[src/rtl/axi4_lite_pkg.sv]
// Shared AXI4-Lite definitions: response codes and the write-responder state type.
package axi4_lite_pkg;

  localparam logic [1:0] OKAY   = 2'b00;
  localparam logic [1:0] EXOKAY = 2'b01;
  localparam logic [1:0] SLVERR = 2'b10;
  localparam logic [1:0] DECERR = 2'b11;

  typedef enum logic [1:0] {
    ACCEPT = 2'd0,
    WRITE  = 2'd1,
    RESP   = 2'd2
  } t_slv_wr_state;

endpackage

[src/rtl/axi4_lite_addr_decode.sv]
// Window/alignment check and byte-to-word address translation for an AXI4-Lite responder.
module axi4_lite_addr_decode #(
  parameter int                        AXI_ADDR_WIDTH = 64,
  parameter int                        AXI_DATA_WIDTH = 32,
  parameter logic [AXI_ADDR_WIDTH-1:0] MEM_BASE       = '0,
  parameter int unsigned               MEM_SIZE       = 4096,
  parameter int                        MEM_ADDR_WIDTH = $clog2(MEM_SIZE / (AXI_DATA_WIDTH / 8))
) (
  input  logic [AXI_ADDR_WIDTH-1:0] addr_i,
  output logic                      addr_ok_o,
  output logic [MEM_ADDR_WIDTH-1:0] wr_addr_o
);

  localparam int LSB = $clog2(AXI_DATA_WIDTH / 8);
  // One extra bit so a window ending exactly at 2^AXI_ADDR_WIDTH is still representable.
  localparam logic [AXI_ADDR_WIDTH:0] LIMIT = {1'b0, MEM_BASE} + (AXI_ADDR_WIDTH + 1)'(MEM_SIZE);

  generate
    if (LIMIT[AXI_ADDR_WIDTH] && (LIMIT[AXI_ADDR_WIDTH-1:0] != '0)) begin : g_wrap_check
      $error("axi4_lite_addr_decode: MEM_BASE + MEM_SIZE exceeds the address space");
    end
    if ((MEM_SIZE & (MEM_SIZE - 1)) != 0 || MEM_SIZE < (AXI_DATA_WIDTH / 8)) begin : g_size_check
      $error("axi4_lite_addr_decode: MEM_SIZE must be a power of two of at least one word");
    end
  endgenerate

  logic [AXI_ADDR_WIDTH-1:0] offset;
  logic [AXI_ADDR_WIDTH-1:0] word;
  logic                      unused_off;

  assign offset     = addr_i - MEM_BASE;
  assign word       = offset >> LSB;
  assign wr_addr_o  = word[MEM_ADDR_WIDTH-1:0];
  assign unused_off = ^{offset, word};

  assign addr_ok_o = ({1'b0, addr_i} >= {1'b0, MEM_BASE}) &&
                     ({1'b0, addr_i} < LIMIT) &&
                     (addr_i[LSB-1:0] == '0);

endmodule

[src/rtl/axi4_lite_slave_write.sv]
// AXI4-Lite write responder: collects AW and W in any order, issues one memory write,
// then holds the B response until accepted.
module axi4_lite_slave_write
  import axi4_lite_pkg::*;
#(
  parameter int                        AXI_ADDR_WIDTH = 64,
  parameter int                        AXI_DATA_WIDTH = 32,
  parameter logic [AXI_ADDR_WIDTH-1:0] MEM_BASE       = 64'h0,
  parameter int unsigned               MEM_SIZE       = 4096,
  parameter int                        MEM_ADDR_WIDTH = $clog2(MEM_SIZE / (AXI_DATA_WIDTH / 8))
) (
  input  logic                        clk,
  input  logic                        arst,
  input  logic                        AW_VALID,
  output logic                        AW_READY,
  input  logic [AXI_ADDR_WIDTH-1:0]   AW_ADDR,
  input  logic [2:0]                  AW_PROT,
  input  logic                        W_VALID,
  output logic                        W_READY,
  input  logic [AXI_DATA_WIDTH-1:0]   W_DATA,
  input  logic [AXI_DATA_WIDTH/8-1:0] W_STRB,
  output logic                        B_VALID,
  input  logic                        B_READY,
  output logic [1:0]                  B_RESP,
  output logic                        o_wr_en,
  output logic [MEM_ADDR_WIDTH-1:0]   o_wr_addr,
  output logic [AXI_DATA_WIDTH-1:0]   o_wr_data,
  output logic [AXI_DATA_WIDTH/8-1:0] o_wr_strb
);

  generate
    if (AXI_DATA_WIDTH != 32 && AXI_DATA_WIDTH != 64) begin : g_width_check
      $error("axi4_lite_slave_write: AXI_DATA_WIDTH must be 32 or 64");
    end
  endgenerate

  t_slv_wr_state                 state_q;
  logic                          aw_held_q, w_held_q, b_valid_q;
  logic [1:0]                    b_resp_q;
  logic [AXI_ADDR_WIDTH-1:0]     addr_q;
  logic [2:0]                    prot_q;
  logic [AXI_DATA_WIDTH-1:0]     data_q;
  logic [AXI_DATA_WIDTH/8-1:0]   strb_q;
  logic                          addr_ok, aw_hs, w_hs, unused_prot;

  axi4_lite_addr_decode #(
    .AXI_ADDR_WIDTH (AXI_ADDR_WIDTH),
    .AXI_DATA_WIDTH (AXI_DATA_WIDTH),
    .MEM_BASE       (MEM_BASE),
    .MEM_SIZE       (MEM_SIZE),
    .MEM_ADDR_WIDTH (MEM_ADDR_WIDTH)
  ) u_dec (
    .addr_i    (addr_q),
    .addr_ok_o (addr_ok),
    .wr_addr_o (o_wr_addr)
  );

  assign AW_READY    = (state_q == ACCEPT) && !aw_held_q;
  assign W_READY     = (state_q == ACCEPT) && !w_held_q;
  assign aw_hs       = AW_VALID && AW_READY;
  assign w_hs        = W_VALID && W_READY;
  assign B_VALID     = b_valid_q;
  assign B_RESP      = b_resp_q;
  assign o_wr_en     = (state_q == WRITE) && addr_ok && (|strb_q);
  assign o_wr_data   = data_q;
  assign o_wr_strb   = strb_q;
  assign unused_prot = ^prot_q;

  always_ff @(posedge clk or posedge arst) begin
    if (arst) begin
      state_q   <= ACCEPT;
      aw_held_q <= 1'b0;
      w_held_q  <= 1'b0;
      b_valid_q <= 1'b0;
      b_resp_q  <= OKAY;
      addr_q    <= '0;
      prot_q    <= '0;
      data_q    <= '0;
      strb_q    <= '0;
    end else begin
      case (state_q)
        ACCEPT: begin
          if (aw_hs) begin
            addr_q    <= AW_ADDR;
            prot_q    <= AW_PROT;
            aw_held_q <= 1'b1;
          end
          if (w_hs) begin
            data_q   <= W_DATA;
            strb_q   <= W_STRB;
            w_held_q <= 1'b1;
          end
          // Beats landing on this same edge count toward completion.
          if ((aw_held_q || aw_hs) && (w_held_q || w_hs)) state_q <= WRITE;
        end
        WRITE: begin
          b_valid_q <= 1'b1;
          b_resp_q  <= addr_ok ? OKAY : SLVERR;
          aw_held_q <= 1'b0;
          w_held_q  <= 1'b0;
          state_q   <= RESP;
        end
        RESP: begin
          if (B_READY) begin
            b_valid_q <= 1'b0;
            state_q   <= ACCEPT;
          end
        end
        default: state_q <= ACCEPT;
      endcase
    end
  end

endmodule
[config.mk]
export PLATFORM = sky130hd
export DESIGN_NAME = axi4_lite_slave_write
export DESIGN_NICKNAME = d
export VERILOG_FILES = /design/src/rtl/axi4_lite_pkg.sv /design/src/rtl/axi4_lite_addr_decode.sv /design/src/rtl/axi4_lite_slave_write.sv
export SDC_FILE = /design/constraint.sdc
export NUM_CORES = 1
export LEC_CHECK = 0
export BUFFER_PORTS_ARGS = -buffer_cell sky130_fd_sc_hd__buf_4
export CAP_MARGIN = 20
export CORE_MARGIN = 4
export CORE_UTILIZATION = 45
export CTS_CLUSTER_DIAMETER = 60
export DETAILED_ROUTE_END_ITERATION = 6
export HOLD_SLACK_MARGIN = 0.12
export PLACE_DENSITY = 0.77
export SLEW_MARGIN = 25
export SYNTH_ARGS = -nofsm -noshare
export SYNTH_HDL_FRONTEND = slang
export SYNTH_HIERARCHICAL = 1
export SYNTH_SLANG_ARGS = --single-unit
[constraint.sdc]
create_clock -name clk -period 2.8 [get_ports clk]
set_input_delay 0.28 -clock clk [delete_from_list [all_inputs] [get_ports clk]]
set_output_delay 0.28 -clock clk [all_outputs]
set_load 0.05 [all_outputs]
== After elaboration in Yosys (flattened, before gate mapping) ==
Cells that the tools add are included.

* Memories kept: 0
* Input bits: 108
* Flip-flop bits (word level): 107
* Latch bits: 0
* Logic and storage cells: 48
* Output and inout port bits: 52
* Memory bits (read-only): 0
* RAM bits: 0

* Reductions and logical operators: 23
* Bitwise operators: 0
* Shift operators: 0
* Multiplexer cells: 10
* Div/mod/pow operators: 0
* $lt $le $gt $ge: 1
* $mul: 0
* Eq/ne operators: 6
* Add/subtract/negate cells: 0

{| class="wikitable"
|+ Operators with widths
! cell !! number
|-
| $lt 64x13->1 const B || 1
|-
| $reduce_and 2->1 || 6
|-
| $logic_and 1x1->1 || 8
|-
| $mux 2 || 3
|-
| $ne 2x2->1 const B || 3
|-
| $pmux 1 s2 || 3
|-
| $pmux 2 s3 || 1
|-
| $logic_not 2->1 || 2
|-
| $reduce_bool 2->1 || 2
|-
| $reduce_or 4->1 || 1
|-
| $mux 1 || 3
|-
| $eq 2x1->1 const B || 1
|-
| $eq 2x2->1 const B || 1
|-
| $logic_not 1->1 || 2
|-
| $logic_or 1x1->1 || 2
|-
| $ne 2x1->1 const B || 1
|}

== Logic depth before layout (Yosys ltp) ==
* Depth after elaboration: 7
* Depth in mapped cells: 5
* Gate-level depth less buffers: 5

== Modules after synthesis ==
Netlist, hierarchy kept.

{| class="wikitable"
|+ Modules (own cells, without submodules)
! module !! area each (µm²) !! times used !! sequential area each (µm²) !! cells each
|-
| axi4_lite_slave_write || 4330.4 || 1 || 2652.5 || 245
|-
| axi4_lite_addr_decode || 201.4 || 1 || 0.0 || 29
|}

== Worst setup path after synthesis ==
No wires, ideal clock.

* Path type: register -> output
* Start: reg addr_q[34]
* End: out o_wr_en
* Setup slack: 768 ps
* Path buffers: 0
* Required time: 2520 ps
* Stages on the path, launching flop included: 6
* Arrival: 1752 ps
* Cell sequence: dfrtp_1 -> nor4_1 -> nand4_1 -> nor4_2 -> nand2_1 -> nor2_1

* Longest elaborated chain between the ends: 4

{| class="wikitable"
|+ Ends and longest elaborated chain
! item !! RTL line !! source
|-
| start: declaration || axi4_lite_slave_write.sv:40 || <nowiki>logic [AXI_ADDR_WIDTH-1:0] addr_q;</nowiki>
|-
| start signal: assignment || axi4_lite_slave_write.sv:76 || <nowiki>addr_q <= '0;</nowiki>
|-
| start signal: assignment || axi4_lite_slave_write.sv:84 || <nowiki>addr_q <= AW_ADDR;</nowiki>
|-
| $lt 64x13->1 || axi4_lite_addr_decode.sv:37 || <nowiki>({1'b0, addr_i} < LIMIT) &&</nowiki>
|-
| $logic_and 1x1->1 || axi4_lite_addr_decode.sv:37 ||
|-
| via addr_ok || axi4_lite_slave_write.sv:44 || <nowiki>logic addr_ok, aw_hs, w_hs, unused_prot;</nowiki>
|-
| $logic_and 1x1->1 (2 in a row) || axi4_lite_slave_write.sv:64 || <nowiki>assign o_wr_en = (state_q == WRITE) && addr_ok && (|strb_q);</nowiki>
|-
| end: declaration || axi4_lite_slave_write.sv:25 || <nowiki>output logic o_wr_en,</nowiki>
|}

The timed path passes the listed nets, and every way through them passes these cells.

== Worst setup path after layout ==
* Start: reg addr_q[50]
* End: out o_wr_en

The elaborated chain is that of the path after synthesis.

==> reports/metrics.csv <==
metric;value;unit
routability cong.;0.7299;
overall overflow remaining after global route;0;
dpl ws;0.8329;ns
most frequent cell after synthesis;dfrtp_1;
synth cell count leaders;dfrtp_1 (106), mux2_4 (60), mux2_2 (38);
CTS sink count;106;
post-synthesis register bit count;106;
Pre-antenna DRT Iters;4;
crit path from;addr_q[50];
LEAKAGE;2.797;nW
gr usage total;0.1477;
final worst slack;0.4990;ns
Crit path largest cell delay;0.39;ns
RSZ-0062 raised after global routing;no;
Seq/Total Area, Yosys;0.5853;
Routed WL per cell;15.47;um
crit start category;register;
DIE AREA;11740;um^2
Max Cap Viol;0;
EDFF count, synth;0;
Synth cell types;22;
Final Hold Vio Count;0;
Setup CP Type;register to output port;
Total Power;7.475;mW
Worst Max-Slew Pin Slew;0.6042;ns
Via Count;2671;
synth top area cells;dfrtp_1 (59%), mux2_4 (20%), mux2_2 (9.4%);
Max FO, Critical Path;2;
Hold Crit Class;input pin to register;
core area;9774;um^2
Yosys top cell area share;0.5853;
Critical R2R Capture;addr_q[60];
hold path startpoint;AW_ADDR[3];
asr flop ratio synth;1.000;
mapped cell area;4532;um^2
Synth area leader;dfrtp_1;
clk_lat worst skew;0.35;ns
dpl cell area;5690;um^2
Die Height;108.4;um
Max VDD drop;0.5179;mV
largest net degree at the start of global routing;107;
Clock power frac;0.132;
top_reg_cell synth;dfrtp_1;
reg2reg setup slack;0.91;ns
I/O Buffers;155;
clock buffer depth;2;
fin. max-slew vios;0;
Cell Int Power;4.511;mW
crit path DAT;2.02;ns
outcome;finished, final reports clean;
setup TNS;0;ns
post_cts resized;0;
Layout area overhead;30.59;%
Worst slew margin;0.5972;
CTS tree;yes;
global route hottest layer;met2;
Reg2Reg Depth;4;
1st-iter DRT viols;100;
vias per std cell;4.761;
M2 GR Usage;0.2225;
layout cells sized above 1;0.6449;
post-route cell area;5918;um^2
post-route ant nets;0;
Die Wd;108.4;um
switching part of the total;0.3966;
# DRC;0;
Initial Utilization;0.4636;
worst r2r src;state_q[1];
Power Dens Cells;1263;nW/um^2
Mapped Cells;274;
Ys Warns;6;
slowest CP cell;dfrtp_1;
GR Layer Usage met3;0.05672;
Setup Skew;0.01225;ns
FP Rows;36;
Seq pwr share;0.372;
Antenna Cells;0;
crit path capture;o_wr_en;
Clock Pin Slew Worst Setup and Hold Paths;0.10;ns
total CTS buffers;9;
met1 usage in global routing;0.2045;
CTS H-Tree Depth;3;
final setup violation count;0;
initial antenna violation count;0;
combinational fraction of design power;0.496;
Nets;532;
placed instance count;544;
vias in the first global route;2812;
final worst path period share;0.8218;
CP required;2.52;ns
hpwl dp;6.357;mm
I/O pin cnt;160;
Final Non-Filler Cells;561;
Setup crit end kind;output port;
synthesized area per cell;16.54;um^2
Final Critical Period;2.301;ns
Net Sw Power;2.965;mW
Synth Net Count;382;
DRT Wirelength;8.681;mm
fmax;0.4346;GHz
first-pass GRT wire length;13.57;mm
root buf cell;clkbuf_8;
crit-path cells;nor4_1, nand4_1, nor4_2, nand2_1, nor2_1, buf_4;
cell families (layout without fill, tap and decap cells):
kind of cell	count (synthesis)	in the layout	share of synthesized area
buf+inv	25	179	0.05881
compound gates	7	7	0.008006
simple gates	35	35	0.04887
other cells	1	1	0.0008275
flops	106	106	0.5853
mux	100	100	0.2982
final cells by class:
class,instances,area (um^2)
fillers,760,3856
flip-flops and latches,106,2653
multi-input cells,143,1625
repair buffers,161,1251
well taps,133,166.4
clock buffers,11,131.4
clock inverters,4,76.32
inverters,3,15.01
timing repair:
action / CTS / global route
hold endpoints to repair: 84 / 0
hold buffers: 2 / 0
setup buffers: 0 / 0
registers in the layout, summed over array words and instances (netlist names):
| register | count |
|---|---|
| aw_held_q | 1 |
| addr_q | 64 |
| w_held_q | 1 |
| o_wr_data | 32 |
| state_q | 2 |
| o_wr_strb | 4 |
| B_VALID | 1 |
| B_RESP | 1 |
worst max-delay path: cells and delay by family, from the launching register on:
family                 cells  cell delay, ns
buffers and inverters      1            0.20
flip-flops                 1            0.39
AND/OR/NAND/NOR            5            1.08
metrics by stage:
stage          hold slack, ns  utilization
4_1_cts                0.1314       0.6055
6_report               0.1543       0.6055
5_1_grt                0.1275       0.6055
3_5_place_dp           0.4769       0.5822
3_3_place_gp           0.4733       0.5822
2_1_floorplan          0.3872            -
worst min path at each step:
stage	slack (ns)	endpoint	depth (start not counted)
global placement	0.47	o_wr_data[2]	1
global route	0.13	addr_q[56]	2
detailed placement	0.48	B_RESP[1]	2
floorplan	0.39	state_q[1]	1
finish	0.15	addr_q[3]	2
CTS	0.13	addr_q[56]	2
per-layer routing:
metal,vias up,routed length [um],share of wire
met5,-,0,0
met4,0,74,0.0085
met3,7,932,0.11
met2,112,3822,0.44
met1,1295,3852,0.44
li1,1257,-,-
power by group through the flow:
| stage | clock (mW) | combinational, mW | sequential (mW) |
|---|---|---|---|
| 4_1_cts | 1.02 | 3.75 | 2.80 |
| 5_1_grt | 1.08 | 3.89 | 2.89 |
| 6_report | 0.986 | 3.70 | 2.78 |
| 3_3_place_gp | 0 | 3.68 | 2.78 |
| 2_1_floorplan | 0 | 2.02 | 3.69 |
| 3_5_place_dp | 0 | 3.74 | 2.81 |
layout by cell type (no fill, tap or decap), types with 2 or more instances in the layout:
master         instances
o21ai_0                3
nand2_1                3
bufinv_16              2
dfrtp_1              106
buf_4                156
nor3b_4                2
clkbuf_1               2
clkinvlp_4             2
mux2_1                 2
buf_12                 3
inv_1                  2
nor4_2                 2
nand4_1                3
nor2_1                 8
mux2_4                60
mux2_2                38
nor4_1                13
clkbuf_8               9
a21oi_1                3
dlygate4sd3_1          2
Power figures use the tool's default switching activity.
